<file path="src/rtl/pipe_ctrl_pkg.sv">
// -----------------------------------------------------------------------------
// pipe_ctrl_pkg
// Shared types and constants for the pipeline hazard controller:
//   state_t    - controller FSM encoding (RUN / REDIRECT / MEM_WAIT)
//   ctrl_t     - bundle of the five pipeline control strobes
//   CTRL_*     - the fixed control patterns used by the priority decoder
//   load_use() - load-use hazard detect between the ID and EX stages
// -----------------------------------------------------------------------------
package pipe_ctrl_pkg;

  typedef enum logic [1:0] {
    RUN      = 2'd0,
    REDIRECT = 2'd1,
    MEM_WAIT = 2'd2
  } state_t;

  typedef struct packed {
    logic pc_write;
    logic ifid_write;
    logic if_flush;
    logic idex_flush;
    logic pipe_hold;
  } ctrl_t;

  // Held in reset: nothing advances, both front-end registers are scrubbed.
  localparam ctrl_t CTRL_RESET  = '{pc_write: 1'b0, ifid_write: 1'b0, if_flush: 1'b1,
                                    idex_flush: 1'b1, pipe_hold: 1'b0};
  localparam ctrl_t CTRL_NORMAL = '{pc_write: 1'b1, ifid_write: 1'b1, if_flush: 1'b0,
                                    idex_flush: 1'b0, pipe_hold: 1'b0};
  // Whole pipe frozen while the data memory is busy.
  localparam ctrl_t CTRL_FREEZE = '{pc_write: 1'b0, ifid_write: 1'b0, if_flush: 1'b0,
                                    idex_flush: 1'b0, pipe_hold: 1'b1};
  // Taken redirect: load the target and squash both younger instructions.
  localparam ctrl_t CTRL_BRANCH = '{pc_write: 1'b1, ifid_write: 1'b1, if_flush: 1'b1,
                                    idex_flush: 1'b1, pipe_hold: 1'b0};
  // Load-use: hold PC and IF/ID, send a bubble into EX.
  localparam ctrl_t CTRL_LDUSE  = '{pc_write: 1'b0, ifid_write: 1'b0, if_flush: 1'b0,
                                    idex_flush: 1'b1, pipe_hold: 1'b0};
  // Fetch not ready: hold PC and write a bubble into ID.
  localparam ctrl_t CTRL_IWAIT  = '{pc_write: 1'b0, ifid_write: 1'b1, if_flush: 1'b1,
                                    idex_flush: 1'b0, pipe_hold: 1'b0};

  // x0 is never a real producer, so a load targeting it cannot cause a hazard.
  function automatic logic load_use(input logic [4:0] id_rs1, input logic [4:0] id_rs2,
                                    input logic use_rs1, input logic use_rs2,
                                    input logic [4:0] ex_rd, input logic ex_mem_read);
    logic hit_s;
    hit_s = (use_rs1 && (id_rs1 == ex_rd)) || (use_rs2 && (id_rs2 == ex_rd));
    return ex_mem_read && (ex_rd != 5'd0) && hit_s;
  endfunction

endpackage

</file>
<file path="src/rtl/pipe_perf_cnt.sv">
// -----------------------------------------------------------------------------
// pipe_perf_cnt
// Free-running event counter, wraps modulo 2^W.
//   clk   - clock
//   rst   - asynchronous active-high reset, clears the count
//   en_i  - count this cycle
//   cnt_o - current count
// -----------------------------------------------------------------------------
module pipe_perf_cnt #(
  parameter int unsigned W = 64
) (
  input  logic         clk,
  input  logic         rst,
  input  logic         en_i,
  output logic [W-1:0] cnt_o
);

  logic [W-1:0] cnt_q;
  logic [W-1:0] cnt_d;

  // Next count: increment when enabled, natural wrap at all-ones.
  always_comb begin
    if (en_i) begin
      cnt_d = cnt_q + {{(W-1){1'b0}}, 1'b1};
    end else begin
      cnt_d = cnt_q;
    end
  end

  // Count register.
  always_ff @(posedge clk or posedge rst) begin
    if (rst) begin
      cnt_q <= {W{1'b0}};
    end else begin
      cnt_q <= cnt_d;
    end
  end

  assign cnt_o = cnt_q;

endmodule

</file>
<file path="src/rtl/pipe_hazard_ctrl.sv">
// -----------------------------------------------------------------------------
// pipe_hazard_ctrl
// Stall/flush controller for the 5-stage pipeline. Resolves data-memory wait,
// EX-stage redirects, load-use hazards and fetch wait, in that priority.
// Control outputs are combinational from the FSM state and current inputs.
//   clk, rst                     - clock, asynchronous active-high reset
//   id_rs1/id_rs2, id_use_rs1/2  - ID-stage source operands and their use flags
//   ex_rd, ex_mem_read           - EX-stage destination and load flag
//   ex_branch_taken              - redirect resolved in EX
//   imem_stall, dmem_stall       - fetch not valid / data memory busy
//   pc_write, ifid_write, if_flush, idex_flush, pipe_hold - pipeline controls
//   stall_cnt, flush_cnt         - performance counters
//   state                        - FSM state for debug
// -----------------------------------------------------------------------------
module pipe_hazard_ctrl
  import pipe_ctrl_pkg::*;
#(
  parameter int unsigned BR_PENALTY = 1,
  parameter int unsigned CNT_W      = 64
) (
  input  logic             clk,
  input  logic             rst,
  input  logic [4:0]       id_rs1,
  input  logic [4:0]       id_rs2,
  input  logic             id_use_rs1,
  input  logic             id_use_rs2,
  input  logic [4:0]       ex_rd,
  input  logic             ex_mem_read,
  input  logic             ex_branch_taken,
  input  logic             imem_stall,
  input  logic             dmem_stall,
  output logic             pc_write,
  output logic             ifid_write,
  output logic             if_flush,
  output logic             idex_flush,
  output logic             pipe_hold,
  output logic [CNT_W-1:0] stall_cnt,
  output logic [CNT_W-1:0] flush_cnt,
  output logic [1:0]       state
);

  // The redirect cycle itself is the first flushed slot; REDIRECT covers the rest.
  localparam logic [2:0] RELOAD = 3'(BR_PENALTY - 32'd1);
  localparam bit         MULTI  = (BR_PENALTY > 32'd1);

  state_t     state_q, state_d;
  state_t     ret_q, ret_d;
  logic [2:0] rcnt_q, rcnt_d;
  state_t     eff_s;
  logic       lu_s;
  ctrl_t      ctrl_s;

  assign lu_s = load_use(id_rs1, id_rs2, id_use_rs1, id_use_rs2, ex_rd, ex_mem_read);

  // Once dmem releases, MEM_WAIT behaves exactly like the state it interrupted.
  assign eff_s = (state_q == MEM_WAIT) ? ret_q : state_q;

  // State register: FSM state, saved return state and redirect slot count.
  always_ff @(posedge clk or posedge rst) begin
    if (rst) begin
      state_q <= RUN;
      ret_q   <= RUN;
      rcnt_q  <= 3'd0;
    end else begin
      state_q <= state_d;
      ret_q   <= ret_d;
      rcnt_q  <= rcnt_d;
    end
  end

  // Next-state logic, following the same priority as the outputs.
  always_comb begin
    state_d = state_q;
    ret_d   = ret_q;
    rcnt_d  = rcnt_q;
    if (dmem_stall) begin
      // rcnt stays frozen; remember where to resume.
      state_d = MEM_WAIT;
      if (eff_s == REDIRECT) begin
        ret_d = REDIRECT;
      end else begin
        ret_d = RUN;
      end
    end else begin
      ret_d = RUN;
      case (eff_s)
        RUN: begin
          if (ex_branch_taken && MULTI) begin
            state_d = REDIRECT;
            rcnt_d  = RELOAD;
          end else begin
            state_d = RUN;
          end
        end
        REDIRECT: begin
          if (ex_branch_taken) begin
            state_d = REDIRECT;
            rcnt_d  = RELOAD;
          end else if (imem_stall) begin
            state_d = REDIRECT;
          end else if (rcnt_q <= 3'd1) begin
            state_d = RUN;
            rcnt_d  = 3'd0;
          end else begin
            state_d = REDIRECT;
            rcnt_d  = rcnt_q - 3'd1;
          end
        end
        default: begin
          state_d = RUN;
          rcnt_d  = 3'd0;
        end
      endcase
    end
  end

  // Output decode: reset, then dmem > redirect > load-use > fetch wait > normal.
  always_comb begin
    ctrl_s = CTRL_NORMAL;
    if (rst) begin
      ctrl_s = CTRL_RESET;
    end else if (dmem_stall) begin
      ctrl_s = CTRL_FREEZE;
    end else begin
      case (eff_s)
        RUN: begin
          if (ex_branch_taken) begin
            ctrl_s = CTRL_BRANCH;
          end else if (lu_s) begin
            ctrl_s = CTRL_LDUSE;
          end else if (imem_stall) begin
            ctrl_s = CTRL_IWAIT;
          end else begin
            ctrl_s = CTRL_NORMAL;
          end
        end
        REDIRECT: begin
          // ID holds a flushed slot, so load-use is irrelevant here.
          ctrl_s.ifid_write = 1'b1;
          ctrl_s.if_flush   = 1'b1;
          ctrl_s.pipe_hold  = 1'b0;
          if (ex_branch_taken) begin
            ctrl_s.pc_write   = 1'b1;
            ctrl_s.idex_flush = 1'b1;
          end else begin
            ctrl_s.pc_write   = !imem_stall;
            ctrl_s.idex_flush = 1'b0;
          end
        end
        default: begin
          ctrl_s = CTRL_FREEZE;
        end
      endcase
    end
  end

  assign pc_write   = ctrl_s.pc_write;
  assign ifid_write = ctrl_s.ifid_write;
  assign if_flush   = ctrl_s.if_flush;
  assign idex_flush = ctrl_s.idex_flush;
  assign pipe_hold  = ctrl_s.pipe_hold;
  assign state      = state_q;

  pipe_perf_cnt #(.W(CNT_W)) u_stall_cnt (
    .clk   (clk),
    .rst   (rst),
    .en_i  (!rst && !ctrl_s.pc_write),
    .cnt_o (stall_cnt)
  );

  pipe_perf_cnt #(.W(CNT_W)) u_flush_cnt (
    .clk   (clk),
    .rst   (rst),
    .en_i  (!rst && ctrl_s.if_flush),
    .cnt_o (flush_cnt)
  );

endmodule

</file>
<file path="config.mk">
export PLATFORM = sky130hd
export DESIGN_NAME = pipe_hazard_ctrl
export DESIGN_NICKNAME = d
export VERILOG_FILES = /design/src/rtl/pipe_ctrl_pkg.sv /design/src/rtl/pipe_perf_cnt.sv /design/src/rtl/pipe_hazard_ctrl.sv
export SDC_FILE = /design/constraint.sdc
export NUM_CORES = 1
export LEC_CHECK = 0
export BUFFER_PORTS_ARGS = -buffer_cell sky130_fd_sc_hd__buf_4
export CORE_MARGIN = 2
export CORE_UTILIZATION = 49
export CTS_CLUSTER_SIZE = 20
export DETAILED_ROUTE_END_ITERATION = 6
export PLACE_DENSITY = 0.78
export SLEW_MARGIN = 20
export SYNTH_ARGS = -nofsm -noshare
export SYNTH_HDL_FRONTEND = slang
export SYNTH_SLANG_ARGS = --single-unit
</file>
<file path="constraint.sdc">
create_clock -name clk -period 5.3 [get_ports clk]
set_input_delay 1.06 -clock clk [delete_from_list [all_inputs] [get_ports clk]]
set_output_delay 1.06 -clock clk [all_outputs]
set_load 0.005 [all_outputs]
</file>
# After elaboration in Yosys (flattened, before gate mapping)
# Index checks and enable logic that the tools add are counted.
[word_totals] regBits=135 inputBits=23 output_inout_bits=135
[op_classes] add_sub_neg=3 order_cmp=1 n_eq_ne=5 mux=20 bitwise=2 reduce_logical=13
[ops] cell="adder 64 x 1 -> 64 bit (second input constant)" count=2
[ops] cell="two-way mux 5 bit" count=5
[ops] cell="equality test 5 bit" count=2
[ops] cell="one-hot mux 5 bit (2 select lines)" count=1
[ops] cell="two-way mux 3 bit" count=3
[ops] cell="two-way mux 1 bit" count=7
[ops] cell="logical AND 1 bit" count=6
[ops] cell="two-way mux 2 bit" count=3
[ops] cell="one-hot mux 3 bit (2 select lines)" count=1
[ops] cell="nonzero test 5 bit" count=1
[ops] cell="<= comparator 3 x 1 -> 1 bit (second input constant)" count=1
[ops] cell="zero test 1 bit" count=3
[ops] cell="!= test 3 bit (second input constant)" count=1
[ops] cell="AND reduction 3 bit" count=1
[ops] cell="subtractor 3 x 1 -> 3 bit (second input constant)" count=1
[ops] cell="equality test 2 x 1 -> 1 bit (second input constant)" count=1
[ops] cell="equality test 2 bit (second input constant)" count=1
[ops] cell="zero test 2 bit" count=1
[ops] cell="inverter 1 bit" count=2
[ops] cell="logical OR 1 bit" count=1

# Longest topological paths before layout
# Gate-level depths: netlist of run 1.
[depth] ltp_word=11 ltp_mapped=8

# Hierarchy
# Synthesis of run 1 repeated with hierarchy kept, for this count alone.
[hier_totals] cells_unflattened=597 area_unflattened_um2=6628.9
[by_module_without_submodules] mod="pipe_perf_cnt (u_stall_cnt)" n_inst=1 cells_each=273 area_each_um2=3079.2 seq_area_each_um2=1601.5
[by_module_without_submodules] mod="pipe_perf_cnt (u_flush_cnt)" n_inst=1 cells_each=255 area_each_um2=2984.1 seq_area_each_um2=1601.5
[by_module_without_submodules] mod="pipe_hazard_ctrl" n_inst=1 cells_each=69 area_each_um2=565.5 seq_area_each_um2=150.1

# Least setup slack after synthesis of run 1
# Ideal clock, no wire load.
[synth_path] kind="input-to-output" startpoint="input rst" endpoint="output if_flush" t_arrival_ps=4355 required_time_ps=4240 setup_slack_ps=-115 path_stages=2 path_buffers=0 cell_sequence="inv_1 > o21ai_0"
[synth_via] elab_chain_len=1
[synth_rtl] item="from (decl)" line_no="pipe_hazard_ctrl.sv:22" rtl="input logic rst,"
[synth_rtl] item="two-way mux 5 bit" line_no="pipe_hazard_ctrl.sv:120" rtl="if (rst) begin"
[synth_rtl] item="to (decl)" line_no="pipe_hazard_ctrl.sv:34" rtl="output logic if_flush,"
# No other way between the ends.

# Worst setup path after layout of run 1
[layout_path] startpoint="input ex_rd[1]" endpoint="output pc_write"
[layout_via] elab_chain_len=9
[layout_rtl] item="from (decl)" line_no="pipe_hazard_ctrl.sv:27" rtl="input logic [4:0] ex_rd,"
[layout_rtl] item="equality test 5 bit" line_no="pipe_ctrl_pkg.sv:48" rtl="hit_s = (use_rs1 && (id_rs1 == ex_rd)) || (use_rs2 && (id_rs2 == ex_rd));"
[layout_rtl] item="logical AND 1 bit" line_no="pipe_ctrl_pkg.sv:48"
[layout_rtl] item="logical OR 1 bit" line_no="pipe_ctrl_pkg.sv:48"
[layout_rtl] item="logical AND 1 bit (*)" line_no="pipe_ctrl_pkg.sv:49" rtl="return ex_mem_read && (ex_rd != 5'd0) && hit_s;"
[layout_rtl] item="two-way mux 5 bit (*)" line_no="pipe_hazard_ctrl.sv:129" rtl="end else if (lu_s) begin"
[layout_rtl] item="two-way mux 5 bit (*)" line_no="pipe_hazard_ctrl.sv:127" rtl="if (ex_branch_taken) begin"
[layout_rtl] item="one-hot mux 5 bit (2 select lines) (*)" line_no="pipe_hazard_ctrl.sv:125" rtl="case (eff_s)"
[layout_rtl] item="two-way mux 5 bit (*)" line_no="pipe_hazard_ctrl.sv:122" rtl="end else if (dmem_stall) begin"
[layout_rtl] item="two-way mux 5 bit (*)" line_no="pipe_hazard_ctrl.sv:120"
[layout_rtl] item="to (decl)" line_no="pipe_hazard_ctrl.sv:32" rtl="output logic pc_write,"
# Every way passes the cells marked *; elsewhere a longest branch is shown, timed or not.

==> impl_metrics.tcl, run 1 <==
set metrics [dict create \
    ys_ff_latch 134 \
    yosysWarnings 0 \
    yosys.area.top_type "dfrtp_1" \
    post_drt_wl_per_cell_um 17.2 \
    worstPathMaxFanout 6 \
    cts_max_level 4 \
    clk_latency_ps 420 \
    grt_overflow 0 \
    hpwl_um 11900 \
    clkSlewWorstSetupHoldPaths_ps 60 \
    place_area_sq_mm 0.00802 \
    crit_type "input pin to output port" \
    fmax_mhz 283 \
    crit_path_start_kind "input pin" \
    drt-total-wl_um 17100 \
    fin_nets 831 \
    num_vias 5613 \
    synth.mux.area_fraction 0.00320 \
    grt_max_degree 71 \
    synth.most_common_cell "dfrtp_1" \
    p_leak_uw 0.00405 \
    final_util 0.650 \
    outcome "completed" \
    drive_above_1_share 0.257 \
    globalplace.congestion 0.875 \
    drcViolationCount 0 \
    synth_top_family_by_area "simple AND/OR/NAND/NOR gates" \
    hold_viol_final 0 \
    clock_sinks 134 \
    dieArea_sq_mm 0.0145 \
    synth_cells 641 \
    cts_setup_buffers 0 \
    synth_area_sq_mm 0.00665 \
    synth_seq_area_share 0.504 \
    io_pins 158 \
    antenna_left 0 \
    max_stage_delay_ps 350 \
    path_cells "buf_4 -> xnor2_1 -> nand4_1 -> o22a_1 -> nor3_1 -> nor2_1 -> o21a_1 -> buf_4" \
    required_ps 4240 \
    synth_compound_area_frac 0.0326 \
    ir_worst_vdd_mv 0.176 \
    antenna_found_initial 0 \
    grt_pass1_vias 5534 \
    fin_worst_skew_ps 6.59 \
    root_buffer "clkbuf_16" \
    die_h_um 120 \
    design_area_sq_mm 0.00860 \
    grt_pass1_wl_um 27900 \
    fin_crit_ps 3540 \
    ys_top_cells_by_area "dfrtp_1, xnor2_1, xor2_1, nand4_1, nand3_1" \
    rows 42 \
    crit_arrival_ps 2480 \
    drt-pass1-iter-count 4 \
    synth_top_area_share 0.504 \
    rsz0062_at_grt "no" \
    max_slew_margin 0.251 \
    final-setup-viol-count 0 \
    cp-end-kind "output port" \
    numCtsBuffers 17 \
    min_path_type "flip-flop to flip-flop" \
    crit_top_cell "buf_4" \
    synth_edf_count 0 \
    synth-main-ff-cell "dfrtp_1" \
    port_buffers 157 \
    post_cts_resized 0 \
    start_util 0.502 \
    tns_ps 0 \
    die_w_um 120 \
    ctsHoldBuffers 0 \
    synthSimpleGateAreaFrac 0.257 \
    drv_slew 0 \
    max_slew.worst_pin.slew_ps 1120 \
    synth_nets 667 \
    finalCritPeriodShare 0.667 \
    slowest_stage "o22a_1" \
    vias_per_cell 5.65 \
    n_antenna_cell 0 \
    drv_cap 0 \
    synth.distinct_cells 48 \
    ys_top_cells_by_count "dfrtp_1, xnor2_1, xor2_1, nand2_1" \
    power_density_mw_per_mm2 298 \
    grt.total_usage 0.243 \
    synthAdderAreaFrac 0.00565 \
    yosys.area_share.xor_xnor 0.179 \
    avgSynthCellArea_sq_um 10.4 \
    power_uw 2570 \
    cts_max_path_buffers 2 \
    async_reset_ff_frac 1.00 \
    core_sq_mm 0.0132 \
    tritoncts "built" \
    whs_ps 485 \
    area_delta_synth_final_pct 29.4 \
    drtIter0Drc 429 \
]
cell families (layout without fill, tap and decap cells):
kind of cell / Yosys count / after routing
and+or+nand+nor: 310 / 310
AOI/OAI and AO/OA: 28 / 28
adders and majority gates: 3 / 3
buffers and inverters: 28 / 204
muxes: 2 / 2
xor gates and xnor gates: 136 / 136
DFF: 134 / 134
cell usage in the layout (no fill, tap or decap), types with 4 or more instances in the layout:
cell	instances
nor3b_1	6
xnor2_1	74
nor2_1	41
or3_1	6
nand2_1	53
nand3_1	47
nand2b_1	7
clkinv_2	5
o21ai_0	4
nand4_1	47
inv_1	10
nor4_1	22
clkbuf_8	4
dfrtp_1	134
clkbuf_16	17
or2_2	4
xor2_1	62
and4_1	10
and3_1	19
buf_4	162
nor3_1	30
power by group:
group / total, uW / switching, uW / internal (uW) / leakage (uW)
combinational: 244 / 112 / 133 / 0.00196
sequential: 1160 / 77.8 / 1080 / 0.00180
clock: 1160 / 429 / 735 / 0.000288
worst max-delay path, delay by kind of cell:
family | cells | cell delay [ps]
AO/OA/AOI/OAI | 2 | 530
XOR/XNOR | 1 | 160
buffers and inverters | 2 | 260
AND/OR/NAND/NOR | 3 | 470
routing by layer:
layer	share of wire	global-route usage	routed length [um]
met3	0.061	0.0519	1050
met4	0.031	0.115	527
met5	0	0	0
met1	0.42	0.319	7230
met2	0.48	0.386	8290
sequential cells by signal, summed over array words and instances, names as in the netlist:
register	count
ret_q	1
state	2
u_flush_cnt.cnt_o	64
rcnt_q	3
u_stall_cnt.cnt_o	64
path summary, 6_finish.rpt:
path	slack [ps]	end	cells past startpoint	startpoint
max	1760	pc_write	8	ex_rd[1]
min	490	u_flush_cnt.cnt_o[63]	1	u_flush_cnt.cnt_o[63]
max reg2reg	2470	u_stall_cnt.cnt_o[63]	6	state[1]
min reg2reg	490	u_flush_cnt.cnt_o[63]	1	u_flush_cnt.cnt_o[63]
max in group asynchronous	2920	u_stall_cnt.cnt_o[36]	4	rst
min in group asynchronous	970	u_flush_cnt.cnt_o[5]	3	rst
area by class of cell:
class	count	area, sq um
Fill cell	1076	4640
Sequential cell	134	3350
Multi-Input combinational cell	479	3190
Timing Repair Buffer	162	1220
Clock buffer	22	484
Tap cell	176	220
Clock inverter	9	100
Inverter	11	45.0
stage by stage:
stage | instances | setup slack, ps
after global routing | 993 | 1610
final | 993 | 1760
after global placement | 962 | 1810
after CTS | 993 | 1770
after floorplan | 641 | 924
after detailed placement | 962 | 1760
Power figures use the tool's default switching activity.
==> run 2: changes to the inputs <==
CORE_UTILIZATION = 54   (was 49)
PLACE_DENSITY = 0.81   (was 0.78)
clock period = 3.4 ns   (was 5.3 ns; I/O delays follow)
==> run 2 against run 1 <==
Against the previous run: sequential power increased by 56%; core utilization rose by 7.2 points; critical path type unchanged; design area up 0.73%; clock power grew 71%; critical path depth unchanged; critical endpoint unchanged; flip-flop and latch count unchanged; combinational power increased by 58%; first-iteration DRC count is 16% lower; die area down 9.0%; total power is 63% higher; highest routed layer unchanged; register-to-register slack worse by 1800 ps.
==> impl_metrics.tcl, run 2 (same netlist as run 1, synthesis figures left out) <==
set metrics [dict create \
    outcome "completed" \
    crit_type "input pin to output port" \
    rr_worst_depth 6 \
    max_slew_margin 0.346 \
    die_w_um 115 \
    design_area_sq_mm 0.00867 \
    drt-total-wl_um 17100 \
    area_delta_synth_final_pct 30.4 \
    max_slew.worst_pin.slew_ps 981 \
    layout_commonest_cell "buf_4" \
    final-setup-viol-count 0 \
    worstPathMaxFanout 6 \
    fin_crit_ps 2790 \
    post_cts_resized 0 \
    clk_latency_ps 420 \
    drive_above_1_share 0.263 \
    ir_worst_vdd_mv 0.282 \
    crit_start "ex_rd[1]" \
    required_ps 2720 \
    clock_sinks 134 \
    dieArea_sq_mm 0.0132 \
    ctsHoldBuffers 0 \
    r2r_slack_ps 660 \
    fillers 911 \
    n_antenna_cell 0 \
    vias_per_cell 5.79 \
    port_buffers 157 \
    tritoncts "built" \
    power_density_mw_per_mm2 481 \
    fin_nets 837 \
    drt-pass1-iter-count 5 \
    rsz0062_at_grt "no" \
    clkSlewWorstSetupHoldPaths_ps 50 \
    timing.rr.start "u_flush_cnt.cnt_o[7]" \
    drv_slew 0 \
    crit_end "pc_write" \
    p_leak_uw 0.00410 \
    ff_latch_area_sq_mm 0.00335 \
    io_pins 158 \
    r2r_end "u_flush_cnt.cnt_o[56]" \
    cp-end-kind "output port" \
    place_area_sq_mm 0.00803 \
    place_ws_ps 594 \
    globalplace.congestion 0.904 \
    grt_max_degree 79 \
    multi_input_area_sq_mm 0.00318 \
    drv_cap 0 \
    root_buffer "clkbuf_16" \
    cts_setup_buffers 0 \
    core_sq_mm 0.0120 \
    antenna_left 0 \
    num_vias 5622 \
    numCtsBuffers 17 \
    grt_overflow 0 \
    drcViolationCount 0 \
    cts_max_path_buffers 2 \
    antenna_found_initial 0 \
    setup_slack_ps 610 \
    layout_common_cells "buf_4, dfrtp_1, xnor2_1" \
    crit_path_start_kind "input pin" \
    finalCritPeriodShare 0.821 \
    grt_pass1_wl_um 27600 \
    fin_worst_skew_ps 12.4 \
    hold_viol_final 0 \
    die_h_um 115 \
    rows 40 \
    power_uw 4170 \
    grt_pass1_vias 5507 \
    min_path_type "input pin to flip-flop" \
    cts_max_level 4 \
    post_drt_wl_per_cell_um 17.6 \
    grt.total_usage 0.266 \
    fmax_mhz 358 \
    hpwl_um 11800 \
    drtIter0Drc 359 \
    crit_arrival_ps 2110 \
    start_util 0.554 \
]
[run 2: changes by cell type in the layout (fill, tap and decap cells not counted)]
cell,delta
buf_4,+6
bufinv_16,+2
clkinv_2,-2
clkinv_4,+2
a21oi_1,+1
a21oi_2,-1
clkbuf_1,-1
clkbuf_8,-1
clkinvlp_4,+1
[run 2: power by group]
group          switching (uW)  internal [uW]
Sequential                126           1680
Clock                     693           1280
Combinational             176            210
[run 2: layout make-up]
| class | instances | area share |
|---|---|---|
| Sequential cell | 134 | 0.387 |
| Multi-Input combinational cell | 479 | 0.367 |
| Timing Repair Buffer | 168 | 0.146 |
| Inverter | 11 | 0.00520 |
| Clock buffer | 20 | 0.0538 |
| Tap cell | 147 | 0.0212 |
| Clock inverter | 12 | 0.0202 |
[run 2: critical path, stage by stage]
cell,delay [ps]
buf_4,130
xnor2_1,170
nand4_1,130
o22a_1,340
nor3_1,280
nor2_1,70
o21a_1,180
buf_4,130
[run 2: routing by layer]
layer | global-route usage | part of all wire | vias to the layer above
met3 | 0.0527 | 0.058 | 35
li1 | - | - | 2622
met2 | 0.428 | 0.49 | 201
met1 | 0.348 | 0.43 | 2764
met5 | 0 | 0 | -
met4 | 0.127 | 0.027 | 0
[run 2: worst min-delay path by stage]
stage	slack [ps]	startpoint	cells past startpoint	endpoint
global route	400	dmem_stall	1	state[1]
CTS	400	dmem_stall	1	state[1]
detailed placement	460	u_stall_cnt.cnt_o[63]	1	u_stall_cnt.cnt_o[63]
finish	410	dmem_stall	1	state[1]
global placement	460	u_flush_cnt.cnt_o[63]	1	u_flush_cnt.cnt_o[63]
floorplan	450	rcnt_q[0]	1	rcnt_q[0]
[run 2: metrics by stage]
stage | setup TNS [ps] | hold WS, ps | util | instances
global placement | 0 | 458 | 0.668 | 939
detailed placement | 0 | 464 | 0.668 | 939
global route | 0 | 404 | 0.722 | 971
floorplan | -353 | 451 | - | 641
finish | 0 | 411 | 0.722 | 971
CTS | 0 | 395 | 0.722 | 971
==> run 3: changes to the inputs <==
ABC_AREA = 1   (was not set)
CORE_UTILIZATION = 52   (was 54)
PLACE_DENSITY = 0.79   (was 0.81)
clock period = 2.3 ns   (was 3.4 ns; I/O delays follow)
==> run 3 against run 2 <==
Against the previous run: clock skew decreased by 1.5 ps; via count increased by 74%; register-to-register slack got worse by 440 ps; clock power increased by 51%; critical path type is now flip-flop to output port; largest power group unchanged.
==> impl_metrics.tcl, run 3 <==
set metrics [dict create \
    fin_nets 1631 \
    hold_viol_final 0 \
    crit_arrival_ps 1740 \
    clk_latency_ps 430 \
    timing.rr.start "u_flush_cnt.cnt_o[8]" \
    crit_start "state[1]" \
    pwr-share-seq 0.414 \
    power_density_mw_per_mm2 544 \
    yosys.area.top_type "dfrtp_1" \
    grt.total_usage 0.302 \
    place_inst 1810 \
    start_util 0.534 \
    ys_ff_latch 134 \
    clock_sinks 134 \
    rr_worst_depth 9 \
    fin_crit_ps 2200 \
    r2r_end "u_flush_cnt.cnt_o[49]" \
    drcViolationCount 0 \
    ir_worst_vdd_mv 0.510 \
    layout_commonest_cell "nand2_1" \
    die_h_um 138 \
    post_drt_wl_per_cell_um 15.2 \
    required_ps 1840 \
    drive_above_1_share 0.152 \
    tns_ps 0 \
    synth-main-ff-cell "dfrtp_1" \
    drt-pass1-iter-count 5 \
    design_area_sq_mm 0.0114 \
    grt_pass1_wl_um 44900 \
    root_buffer "clkbuf_16" \
    vias_per_cell 5.31 \
    io_pins 158 \
    p_switching_uw 1620 \
    drv_slew 0 \
    synth.distinct_cells 34 \
    hpwl_um 21100 \
    cts_max_level 4 \
    stdcell_count 1843 \
    outcome "completed" \
    synth.most_common_cell "nand2_1" \
    cts_max_path_buffers 2 \
    n_antenna_cell 0 \
    core_sq_mm 0.0174 \
    yosysWarnings 0 \
    drv_cap 0 \
    pwr-share-comb 0.106 \
    rows 48 \
    num_vias 9792 \
    max_slew_margin 0.555 \
    ys_top_cells_by_area "dfrtp_1, nand2_1, nor2_1, nand3_1, xnor2_1" \
    synth_seq_area_share 0.361 \
    p_leak_uw 0.00575 \
    clkSlewWorstSetupHoldPaths_ps 60 \
    fmax_mhz 454 \
    synth_nets 1468 \
    cts_setup_buffers 0 \
    place_area_sq_mm 0.0108 \
    area_delta_synth_final_pct 22.8 \
    ys_top_cells_by_count "nand2_1, nor2_1, dfrtp_1, nand3_1, inv_1" \
    tritoncts "built" \
    finalCritPeriodShare 0.958 \
    r2r_slack_ps 220 \
    drt-total-wl_um 28000 \
    swShare 0.261 \
    drtIter0Drc 754 \
    grt_max_degree 77 \
    numCtsBuffers 17 \
    crit_path_start_kind "flip-flop" \
    dieArea_sq_mm 0.0190 \
    max_slew.worst_pin.slew_ps 667 \
    crit_end "pc_write" \
    antenna_left 0 \
    layout_common_cells "nand2_1, nor2_1, buf_4" \
    min_path_type "input pin to flip-flop" \
    grt_overflow 0 \
    synth_edf_count 0 \
    die_w_um 138 \
    avgSynthCellArea_sq_um 6.45 \
    globalplace.congestion 0.967 \
    async_reset_ff_frac 1.00 \
    synth_area_sq_mm 0.00930 \
    synth_cells 1442 \
    worstPathMaxFanout 4 \
    grt_pass1_vias 9028 \
    antenna_found_initial 0 \
    final-setup-viol-count 0 \
    fillers 1619 \
    final_util 0.656 \
    fin_worst_skew_ps 10.9 \
    intPower_uw 4590 \
    cp-end-kind "output port" \
    port_buffers 157 \
    crit_type "flip-flop to output port" \
    synth_top_area_share 0.361 \
    p_clk_frac 0.480 \
]
==> run 3: changes by cell type after synthesis, sizes merged, moves of 17 or more <==
| cell | change |
|---|---|
| nand2 | +610 |
| nor2 | +189 |
| inv | +82 |
| nand3 | +67 |
| nand4 | -34 |
| nor4 | -25 |
| xor2 | -23 |
| and3 | -19 |
| buf | +17 |
==> run 3: what timing repair did <==
action                                  in CTS  in global routing
endpoints found under the setup margin       0                  3
endpoints found under the hold margin        1                  0
hold buffers                                 1                  0
gates resized for setup                      0                  4
==> run 3: metal layers <==
layer  track usage  vias to the layer above  part of all wire
met4         0.140                        0             0.041
met1         0.389                     4549              0.43
met3        0.0563                       79             0.061
met5             0                        -                 0
met2         0.492                      367              0.47
li1              -                     4797                 -
==> run 3: power by group through the flow <==
stage | combinational (uW) | sequential (uW) | clock (uW)
after CTS | 665 | 2570 | 2990
final | 658 | 2570 | 2980
after global routing | 735 | 2580 | 3110
after global placement | 643 | 2600 | 0
after detailed placement | 659 | 2610 | 0
after floorplan | 370 | 2590 | 0
==> run 3: worst max-delay path, cell delays in order (launching register included) <==
cell     delay [ps]
dfrtp_1         440
a21oi_2         200
inv_1           100
nor2_2          120
nand3_2         140
nand3_2         130
nor2_1           50
buf_4           130
==> run 3: how the worst min path moves through the flow <==
stage                           from                    end  slack [ps]  cells after the start
after floorplan            rcnt_q[2]              rcnt_q[2]         450                      1
after global placement           rst  u_stall_cnt.cnt_o[20]         370                      2
after detailed placement         rst  u_stall_cnt.cnt_o[20]         370                      2
after CTS                 dmem_stall               state[1]         180                      1
after global routing      dmem_stall               state[1]         170                      1
final                     dmem_stall               state[1]         190                      1
==> run 3: logic make-up after synthesis <==
group,share of synthesized area
DFF,0.361
adders and majority gates,0.00404
xor gates and xnor gates,0.0923
and+or+nand+nor,0.469
buffers and inverters,0.0576
AOI/OAI and AO/OA,0.0168
==> run 3: final cells by class <==
| cell class | count | area, sq um | area share |
|---|---|---|---|
| Multi-Input combinational cell | 1182 | 5430 | 0.476 |
| Sequential cell | 134 | 3350 | 0.294 |
| Timing Repair Buffer | 176 | 1360 | 0.119 |
| Tap cell | 225 | 282 | 0.0247 |
| Inverter | 94 | 358 | 0.0313 |
| Clock inverter | 11 | 173 | 0.0151 |
| Clock buffer | 21 | 460 | 0.0403 |
==> run 3: through the flow <==
step                hold slack (ps)  power [uW]  worst slack, ps
floorplan                       450        2960              414
CTS                             183        6230             19.5
global route                    174        6430            -5.80
finish                          191        6210             97.1
global placement                374        3240              302
detailed placement              373        3270              269
